<file path="config.mk">
export PLATFORM = sky130hd
export DESIGN_NAME = scara_joint_sequencer
export DESIGN_NICKNAME = d
export VERILOG_FILES = /design/src/rtl/scara_joint_sequencer.sv
export SDC_FILE = /design/constraint.sdc
export NUM_CORES = 1
export LEC_CHECK = 0
export ABC_AREA = 1
export CAP_MARGIN = 15
export CORE_MARGIN = 2
export CORE_UTILIZATION = 52
export CTS_CLUSTER_DIAMETER = 150
export CTS_CLUSTER_SIZE = 16
export DETAILED_ROUTE_END_ITERATION = 16
export GPL_ROUTABILITY_DRIVEN = 0
export PLACE_DENSITY = 0.7
export REMOVE_ABC_BUFFERS = 1
export SLEW_MARGIN = 20
export SYNTH_ARGS = -nofsm -noshare
export SYNTH_HDL_FRONTEND = slang
export SYNTH_SLANG_ARGS = --single-unit
</file>
<file path="constraint.sdc">
create_clock -name clk -period 7.6 [get_ports clk]
set_clock_uncertainty 0.2 [all_clocks]
set_input_delay 1.14 -clock clk [delete_from_list [all_inputs] [get_ports clk]]
set_output_delay 1.14 -clock clk [all_outputs]
set_load 0.005 [all_outputs]
</file>
<file path="src/rtl/scara_joint_sequencer.sv">
// scara_joint_sequencer
// Turns absolute/relative joint-angle commands into bounded step beats for a
// multi-joint SCARA driver and tracks the resulting joint angles. It also
// handles set-position and pen (end-effector) commands.
//
// Build option: define SCARA_SEQ_DWELL_EN to make dwell commands (mode 10)
// hold the sequencer busy for DWELL_CYCLES clocks. Without it, a dwell command
// only updates pen_out.
//
// state   | meaning
// --------+---------------------------------------------------------------
// S_IDLE  | ready for a command; set-position and pen updates apply here
// S_CALC  | one cycle: derive per-joint direction and remaining step count
// S_ISSUE | present step beats until every joint's remaining count is zero
// S_DWELL | (SCARA_SEQ_DWELL_EN only) timed pause, down-counter to zero
module scara_joint_sequencer #(
   parameter int NJ           = 2,
   parameter int ANG_W        = 14,
   parameter int STEP_W       = 8,
   parameter int SHIFT        = 2,
   parameter int HOME_ANGLE   = 0,
   parameter int DWELL_CYCLES = 200
) (
   input  logic                   clk,
   input  logic                   reset,
   input  logic                   cmd_valid,
   output logic                   cmd_ready,
   input  logic [1:0]             cmd_mode,
   input  logic                   cmd_pen,
   input  logic [NJ*ANG_W-1:0]    cmd_angle,
   output logic                   step_valid,
   input  logic                   step_ready,
   output logic [NJ*STEP_W-1:0]   step_count,
   output logic [NJ-1:0]          step_dir,
   output logic                   pen_out,
   output logic [NJ*ANG_W-1:0]    cur_angle,
   output logic                   busy
);

   localparam int REM_W = ANG_W + 1;
   localparam int CW    = (REM_W > STEP_W) ? REM_W : STEP_W;
   localparam logic [ANG_W-1:0] ANG_MAX = {1'b0, {(ANG_W-1){1'b1}}};
   localparam logic [ANG_W-1:0] ANG_MIN = {1'b1, {(ANG_W-1){1'b0}}};
   localparam logic [ANG_W-1:0] HOME    = ANG_W'(HOME_ANGLE);

`ifdef SCARA_SEQ_DWELL_EN
   localparam int DW = (DWELL_CYCLES > 1) ? $clog2(DWELL_CYCLES) : 1;
`endif

   typedef enum logic [1:0] {
      S_IDLE  = 2'd0,
      S_CALC  = 2'd1,
      S_ISSUE = 2'd2
`ifdef SCARA_SEQ_DWELL_EN
      ,
      S_DWELL = 2'd3
`endif
   } state_t;

   state_t              r_state;
   logic [ANG_W-1:0]    r_cur      [NJ];
   logic [ANG_W-1:0]    r_target   [NJ];
   logic [REM_W-1:0]    r_rem      [NJ];
   logic [STEP_W-1:0]   r_count    [NJ];
   logic [NJ-1:0]       r_dir;
   logic [NJ-1:0]       r_step_dir;
   logic                r_step_valid;
   logic                r_pen;
`ifdef SCARA_SEQ_DWELL_EN
   logic [DW-1:0]       r_dwell_cnt;
`endif

   logic [ANG_W-1:0]    w_cmd_ang  [NJ];
   logic [REM_W-1:0]    w_sum      [NJ];
   logic [ANG_W-1:0]    w_rel_tgt  [NJ];
   logic [REM_W-1:0]    w_diff     [NJ];
   logic [REM_W-1:0]    w_mag      [NJ];
   logic [REM_W-1:0]    w_calc_rem [NJ];
   logic [REM_W-1:0]    w_rem_after[NJ];
   logic [NJ-1:0]       w_dir_calc;
   logic                w_calc_zero;
   logic                w_all_done;

   // Beat size for a joint: remaining count clamped to the step field width.
   function automatic logic [STEP_W-1:0] f_chunk(input logic [REM_W-1:0] rem);
      logic [CW-1:0] v;
      v = CW'(rem);
      if (v > CW'({STEP_W{1'b1}}))
         f_chunk = {STEP_W{1'b1}};
      else
         f_chunk = v[STEP_W-1:0];
   endfunction

   // Per-joint target, difference, step count and post-transfer remainder.
   always_comb begin
      w_calc_zero = 1'b1;
      w_all_done  = 1'b1;
      w_dir_calc  = '0;
      for (int j = 0; j < NJ; j++) begin
         w_cmd_ang[j] = cmd_angle[j*ANG_W +: ANG_W];
         w_sum[j]     = {r_cur[j][ANG_W-1], r_cur[j]} +
                        {w_cmd_ang[j][ANG_W-1], w_cmd_ang[j]};
         // Sign of the extended sum disagreeing with the ANG_W sign bit means overflow.
         if (w_sum[j][ANG_W] != w_sum[j][ANG_W-1])
            w_rel_tgt[j] = w_sum[j][ANG_W] ? ANG_MIN : ANG_MAX;
         else
            w_rel_tgt[j] = w_sum[j][ANG_W-1:0];
         w_diff[j]      = {r_target[j][ANG_W-1], r_target[j]} -
                          {r_cur[j][ANG_W-1], r_cur[j]};
         w_mag[j]       = w_diff[j][ANG_W] ? (~w_diff[j] + 1'b1) : w_diff[j];
         w_calc_rem[j]  = w_mag[j] >> SHIFT;
         w_dir_calc[j]  = ~w_diff[j][ANG_W] & (w_diff[j] != '0);
         if (w_calc_rem[j] != '0)
            w_calc_zero = 1'b0;
         w_rem_after[j] = r_rem[j] - REM_W'(r_count[j]);
         if (w_rem_after[j] != '0)
            w_all_done = 1'b0;
      end
   end

   // Sequencer FSM with registered beat, pen and angle outputs.
   always_ff @(posedge clk) begin
      if (reset) begin
         r_state      <= S_IDLE;
         r_step_valid <= 1'b0;
         r_step_dir   <= '0;
         r_dir        <= '0;
         r_pen        <= 1'b0;
`ifdef SCARA_SEQ_DWELL_EN
         r_dwell_cnt  <= '0;
`endif
         for (int j = 0; j < NJ; j++) begin
            r_cur[j]    <= HOME;
            r_target[j] <= HOME;
            r_rem[j]    <= '0;
            r_count[j]  <= '0;
         end
      end else begin
         case (r_state)
            S_IDLE: begin
               if (cmd_valid) begin
                  r_pen <= cmd_pen;
                  case (cmd_mode)
                     2'b00: begin
                        for (int j = 0; j < NJ; j++) r_target[j] <= w_cmd_ang[j];
                        r_state <= S_CALC;
                     end
                     2'b01: begin
                        for (int j = 0; j < NJ; j++) r_target[j] <= w_rel_tgt[j];
                        r_state <= S_CALC;
                     end
                     2'b10: begin
`ifdef SCARA_SEQ_DWELL_EN
                        if (DWELL_CYCLES > 0) begin
                           r_dwell_cnt <= DW'(DWELL_CYCLES - 1);
                           r_state     <= S_DWELL;
                        end
`endif
                     end
                     default: begin
                        for (int j = 0; j < NJ; j++) r_cur[j] <= w_cmd_ang[j];
                     end
                  endcase
               end
            end
            S_CALC: begin
               for (int j = 0; j < NJ; j++) r_rem[j] <= w_calc_rem[j];
               r_dir   <= w_dir_calc;
               r_state <= w_calc_zero ? S_IDLE : S_ISSUE;
            end
            S_ISSUE: begin
               if (!r_step_valid) begin
                  // First beat of a move is loaded from the freshly computed remainder.
                  r_step_valid <= 1'b1;
                  for (int j = 0; j < NJ; j++) begin
                     r_count[j]    <= f_chunk(r_rem[j]);
                     r_step_dir[j] <= r_dir[j] & (r_rem[j] != '0);
                  end
               end else if (step_ready) begin
                  for (int j = 0; j < NJ; j++) begin
                     r_rem[j] <= w_rem_after[j];
                     if (r_dir[j])
                        r_cur[j] <= r_cur[j] + (ANG_W'(r_count[j]) << SHIFT);
                     else
                        r_cur[j] <= r_cur[j] - (ANG_W'(r_count[j]) << SHIFT);
                  end
                  if (w_all_done) begin
                     r_step_valid <= 1'b0;
                     r_step_dir   <= '0;
                     for (int j = 0; j < NJ; j++) r_count[j] <= '0;
                     r_state <= S_IDLE;
                  end else begin
                     for (int j = 0; j < NJ; j++) begin
                        r_count[j]    <= f_chunk(w_rem_after[j]);
                        r_step_dir[j] <= r_dir[j] & (w_rem_after[j] != '0);
                     end
                  end
               end
            end
`ifdef SCARA_SEQ_DWELL_EN
            S_DWELL: begin
               if (r_dwell_cnt == '0)
                  r_state <= S_IDLE;
               else
                  r_dwell_cnt <= r_dwell_cnt - 1'b1;
            end
`endif
            default: r_state <= S_IDLE;
         endcase
      end
   end

   assign cmd_ready  = (r_state == S_IDLE) & ~reset;
   assign busy       = (r_state != S_IDLE);
   assign step_valid = r_step_valid;
   assign step_dir   = r_step_dir;
   assign pen_out    = r_pen;

   for (genvar g = 0; g < NJ; g++) begin : g_pack
      assign step_count[g*STEP_W +: STEP_W] = r_count[g];
      assign cur_angle[g*ANG_W +: ANG_W]    = r_cur[g];
   end

endmodule

</file>
==> flow_summary_export.csv, run 1 <==
group,metric,value,unit
route,viasPerCell,5.62,
critical_path,slowest_stage,"clkdlybuf4s50_1",
synthesis,netlist_area,11300,um2
cells_and_area,diodes,0,
timing,setup_viol,0,
synthesis,synth_edf_count,102,
route,via_count,11236,
synthesis,synth_top_area_share,27.1,%
timing,hold_violations,0,
cells_and_area,fillers,2012,
cells_and_area,postLayoutCoreUtil,60.2,%
die,initial_utilization,53.3,%
synthesis,yosysSeqAreaShare,28.6,%
route,first_pass_iters,5,
route,drtIter0Drc,861,
die,rows,53,
global_route,grt_util_met3,3.80,%
run,cap_violations,0,
cells_and_area,fin_nets,1865,
route,drt_wl_total,32.8,mm
power_and_ir_drop,worst_ir_drop_vdd,0.000126,V
cts,post_cts_buffers,0,
cts,cts_hold_buf,0,
power_and_ir_drop,internal-power,1.60,mW
status,status,"completed",
cts,cts_tree,"built",
synthesis,synth_commonest_cells,"nand2_1 (433), inv_1 (276), nor2_1 (128)",
cells_and_area,syn2layout_area_growth,12.9,%
route,drc,0,
timing,fin_setup_tns,0,ps
critical_path,crit_end,"r_cur[0][12]",
global_route,grt_pass1_wl,53.4,mm
critical_path,critPathRequiredTime,7500,ps
hold_path,hold_class,"flop to flop",
critical_path,max_stage_delay,670,ps
critical_path,worstSetupPathType,"primary input to flop",
die,die_h,151,um
global_route,antenna_found_initial,0,
synthesis,yosys_warnings,0,
critical_path,reg2reg_from,"r_count[0][0]",
critical_path,end_kind,"flop",
critical_path,worstPathCellList,"clkdlybuf4s50_1 > nor4_4 > inv_4 > nor2_8 > o21ai_0 > fa_1 > nand3_1 > nand2_1 > nand2_1 > nand2_1 > a21oi_1 > nor2_1 > o21ai_0 > nand2_1 > nand2_1 > nand2_1 > a21oi_1 > nand2_1 > nand3_1 > o21ai_0",
cts,cts_max_level,3,
global_route,grt_max_degree,38,
global_route,grt_pass1_vias,10665,
cts,cts.repair.resized,0,
cts,clk_pin_slew,80,ps
die,ioPinCount,85,
timing,min_period,4720,ps
synthesis,async_reset_ff_share,0,%
timing,maxSlewViolCount,0,
synthesis,synth_flop_cell,"edfxtp_1",
synthesis,synth_area_leaders,"edfxtp_1 (27%), nand2_1 (14%), ha_1 (11%)",
synthesis,yosysMostFrequentCell,"nand2_1",
power_and_ir_drop,clkPwrFrac,18.3,%
critical_path,critPathArrivalTime,4620,ps
critical_path,worst_r2r_path_depth,15,
cts,cts_buffer_depth,2,
power_and_ir_drop,p_per_area,229,nW/um2
critical_path,startpoint_type,"primary input",
route,post_drt_wl_per_cell,16.4,um
route,ant_nets,0,
global_route,top_usage_layer,"met2",
timing,final.period_utilization,62.1,%
global_route,grtUsageTotal,29.7,%
critical_path,path_max_fanout,37,
timing,clock.fmax,212,MHz
placed_design,dp_hpwl,25.7,mm
die,core,21200,um2
timing,rsz0062_at_grt,"no",
critical_path,reg2reg_slack,3670,ps
hold_path,whs_path_depth,2,
critical_path,crit_top_cell,"nand2_1",
power_and_ir_drop,swShare,45.1,%
synthesis,synth_cell_types,49,
timing,relSlewSlack,41.8,%
cts,clock_latency,370,ps
critical_path,rr_endpoint,"r_count[0][10]",
power_and_ir_drop,power_leakage,6.25,nW
synthesis,syn_inst,1642,
synthesis,ys_seq_elements,110,
placed_design,numPortBuffers,84,
cts,cts_sinks,110,
global_route,met2_usage,52.2,%
power_and_ir_drop,p_seq_share,28.9,%
timing,worst_pin_slew,870,ps
die,die_area,22900,um2
power_and_ir_drop,power.share.combinational,52.8,%
cells_and_area,drive_above_1_share,2.67,%
hold_path,hp-start,"step_dir[0]",
die,fp.dieW,151,um
critical_path,worstSetupStartpoint,"reset",
synthesis,synth.avg_cell_area,6.87,um2
cts,root_buffer,"clkbuf_16",
power_and_ir_drop,p_switching,1.32,mW
global_route,overflow,0,
global_route,grt_use_met1,36.4,%
cts,cts_made_buffers,9,
synthesis,synth_top_area_cell,"edfxtp_1",
power_and_ir_drop,power,2.92,mW
-- critical path: cells and delay by family --
kind,cells,cell delay (ps)
and+or+nand+nor,12,1370
buffers and inverters,2,930
AOI/OAI and AO/OA,5,700
adders and majority gates,1,470
-- cell type report --
type / count / area (um2) / share of cell area [%]
Clock inverter: 4 / 70.1 / 0.550
Tap cell: 275 / 344 / 2.70
Inverter: 283 / 1060 / 8.36
Timing Repair Buffer: 90 / 886 / 6.96
Clock buffer: 12 / 246 / 1.94
Sequential cell: 110 / 3220 / 25.3
Multi-Input combinational cell: 1225 / 6900 / 54.2
-- registers in the layout, summed over array words and instances, names as in the netlist --
name        flops
r_target       28
r_count        16
step_valid      1
pen_out         1
r_dir           2
r_state         2
r_cur          28
r_rem          30
step_dir        2
-- routing by layer --
metal	wire [um]	share of wire (%)
met4	1200	3.7
met3	2000	6.1
met2	16100	49
met5	0	0
met1	13500	41
-- worst min-delay path by stage --
stage          slack [ps]          end
3_5_place_dp          270  step_dir[0]
6_report              280  step_dir[0]
5_1_grt               290  step_dir[0]
3_3_place_gp          250  step_dir[0]
2_1_floorplan         260  step_dir[0]
4_1_cts               280  step_dir[0]
-- power by group through the flow --
stage | clock network (mW) | registers (mW) | logic (mW)
floorplan | 0 | 0.822 | 1.09
global placement | 0 | 0.855 | 1.49
detailed placement | 0 | 0.855 | 1.50
CTS | 0.532 | 0.842 | 1.52
global route | 0.551 | 0.851 | 1.74
finish | 0.533 | 0.844 | 1.54
-- layout by cell type (no fill, tap or decap), drive strengths merged, types with 7 or more instances in the layout --
cell / netlist / routed
a21o: 7 / 7
a21oi: 95 / 95
clkbuf: 17 / 12
clkdlybuf4s50: 0 / 84
dfxtp: 8 / 8
edfxtp: 102 / 102
fa: 9 / 9
ha: 102 / 102
inv: 280 / 280
nand2: 434 / 434
nand3: 122 / 122
nand3b: 10 / 10
nand4: 23 / 23
nor2: 134 / 134
nor3: 20 / 20
nor4: 7 / 7
o21ai: 129 / 129
o221ai: 16 / 16
o22ai: 16 / 16
o31ai: 8 / 8
xnor2: 16 / 16
xor2: 45 / 45
-- cell families (layout without fill, tap and decap cells) --
kind of cell,Yosys count,in the layout,synth area share (%)
buf+inv,307,389,10.4
fa+ha+maj,111,111,12.9
simple gates,759,759,28.6
compound gates,294,294,14.8
flops,110,110,28.6
xor+xnor,61,61,4.73
-- metrics by stage --
stage | std cells | hold slack, ps | setup slack [ps] | instance area (um2)
2_1_floorplan | 1618 | 256 | 3240 | 11200
3_3_place_gp | 1983 | 255 | 2640 | 12400
3_5_place_dp | 1983 | 266 | 2530 | 12400
4_1_cts | 1999 | 278 | 2910 | 12700
5_1_grt | 1999 | 292 | 2510 | 12700
6_report | 1999 | 276 | 2880 | 12700
(Power assumes the default switching activity.)
==> inputs of run 2 (changes only) <==
Settings changed: PLACE_DENSITY 0.7 to 0.73.
Clock period 7.6 ns to 3.9 ns, I/O delays scaled along.
==> run 2 against run 1 <==
Net effect:
- clock power grew 89%
- critical path depth fell by 4
- first-iteration DRC count up 8.4%
- sequential cell count unchanged
- worst setup slack worse by 2600 ps
- final area is 1.9% higher
- count of clock-buffer cells in the layout fell by 1
- non-clock buffer count increased by 32
- cell count is 1.6% higher
- die area unchanged
- combinational power rose by 100%
- global-route usage shrank 1.1 points
==> flow_summary_export.csv, run 2 (same netlist as run 1, synthesis figures left out) <==
group,metric,value,unit
critical_path,critPathRequiredTime,3810,ps
status,status,"completed",
cts,post_cts_buffers,0,
power_and_ir_drop,power,5.74,mW
die,core,21200,um2
timing,hold_violations,0,
die,initial_utilization,53.3,%
cells_and_area,drive_above_1_share,4.50,%
timing,maxSlewViolCount,0,
timing,clock.fmax,277,MHz
cells_and_area,fillers,1995,
cells_and_area,regArea,3220,um2
critical_path,path_max_fanout,16,
cts,cts_made_buffers,9,
cells_and_area,fin_nets,1897,
die,rows,53,
timing,min_period,3610,ps
route,viasPerCell,5.56,
cts,cts_tree,"built",
route,via_count,11289,
cells_and_area,registers.top_by_ff_count,"r_rem",
placed_design,dp_hpwl,25.6,mm
critical_path,max_stage_delay,440,ps
cells_and_area,largest_register_ffs,30,
route,drtIter0Drc,933,
cells_and_area,syn2layout_area_growth,15.1,%
hold_path,hold_class,"flop to flop",
critical_path,slowest_stage,"edfxtp_1",
run,cap_violations,0,
route,drt_wl_total,31.9,mm
placed_design,numPortBuffers,84,
global_route,grt_pass1_wl,51.5,mm
route,ant_nets,0,
global_route,overflow,0,
power_and_ir_drop,worst_ir_drop_vdd,0.000246,V
cells_and_area,diodes,0,
timing,final.period_utilization,92.5,%
die,die_area,22900,um2
cts,cts_max_level,3,
die,die_h,151,um
global_route,grtUsageTotal,28.6,%
route,post_drt_wl_per_cell,15.7,um
global_route,antenna_found_initial,0,
power_and_ir_drop,power_leakage,6.40,nW
critical_path,critPathArrivalTime,3510,ps
power_and_ir_drop,p_per_area,442,nW/um2
critical_path,path_delay_family,"simple AND/OR/NAND/NOR gates",
timing,rsz0062_at_grt,"no",
route,first_pass_iters,5,
critical_path,startpoint_type,"flop",
cts,clk_pin_slew,90,ps
global_route,grt_pass1_vias,10744,
route,drc,0,
critical_path,worstPathCellList,"inv_1 > ha_1 > inv_1 > fa_1 > nand3_1 > nand2_1 > nand2_1 > nand3_1 > o21ai_1 > nand2_1 > nor2_1 > nand3_2 > nor2_1 > a21oi_4 > o21ai_0 > o21ai_0",
critical_path,end_kind,"flop",
timing,relSlewSlack,43.8,%
critical_path,crit_top_cell,"nand2_1",
critical_path,worstSetupPathType,"flop to flop",
cells_and_area,multi_input_area,6910,um2
critical_path,crit_buf_inv,2,
cells_and_area,final_cell_mix,"nand2_1 (433), inv_1 (276), nor2_1 (128)",
timing,worst_pin_slew,840,ps
die,ioPinCount,85,
cts,root_buffer,"clkbuf_16",
die,fp.dieW,151,um
global_route,grt_max_degree,37,
cells_and_area,top_regs,"r_rem (30), r_cur (28), r_target (28)",
cells_and_area,layout_commonest_cell,"nand2_1",
cts,cts_sinks,110,
timing,fin_setup_tns,0,ps
timing,hold_ws,281,ps
cts,cts_buffer_depth,2,
timing,setup_viol,0,
cts,clock_latency,380,ps
run 2: cell types whose count changed in the layout (fill, tap and decap cells not counted):
cell,before,now
a21oi_4,1,2
nor2_2,5,4
clkinvlp_4,0,2
buf_4,6,38
clkbuf_16,9,11
a21oi_2,3,2
nor2_1,127,128
clkinv_2,2,0
inv_6,0,2
clkbuf_1,2,0
clkbuf_8,1,0
bufinv_16,2,0
inv_8,0,1
run 2: report_power, final:
group	internal, mW	leakage (nW)	switching, mW
combinational	1.16	5.11	1.96
clock	0.522	0.151	0.485
sequential	1.47	1.14	0.144
run 2: path summary, 6_finish.rpt:
path | cells after the start | start | slack [ps] | end
min | 2 | step_dir[0] | 280 | step_dir[0]
max reg2reg | 16 | r_rem[0][15] | 290 | r_count[0][10]
min reg2reg | 2 | step_dir[0] | 280 | step_dir[0]
max | 16 | r_rem[0][15] | 290 | r_count[0][10]
run 2: final cells by class:
type	instances	share of cell area, %
clock buffers	11	2.12
clock inverters	5	0.337
multi-input cells	1225	53.2
flip-flops and latches	110	24.8
well taps	275	2.65
repair buffers	122	8.67
inverters	283	8.20
run 2: timing repair:
| action | in CTS | in global routing |
|---|---|---|
| resized for setup | 0 | 1 |
| endpoints found under the setup margin | 0 | 9 |
| hold buffers | 0 | 0 |
run 2: stage by stage:
step / worst slack, ps / cells / instance area (um2) / utilization [%]
floorplan: 91.9 / 1618 / 11200 / -
global placement: 8.53 / 2015 / 12700 / 59.8
detailed placement: -38.1 / 2015 / 12700 / 59.8
CTS: 230 / 2031 / 13000 / 61.3
global route: 7.54 / 2031 / 13000 / 61.4
finish: 293 / 2031 / 13000 / 61.4
run 2: per-layer routing:
metal | vias up | track usage, % | part of all wire, %
li1 | 5667 | - | -
met1 | 5145 | 34.7 | 42
met2 | 379 | 50.5 | 48
met3 | 98 | 3.52 | 5.0
met4 | 0 | 12.8 | 4.4
met5 | - | 0 | 0
run 2: worst register-to-register path: cells and delay by family, from the launching register on:
kind            cells  cell delay (ps)
simple gates        8             1320
flops               1              440
buf+inv             2              160
compound gates      4              670
fa+ha+maj           2              550
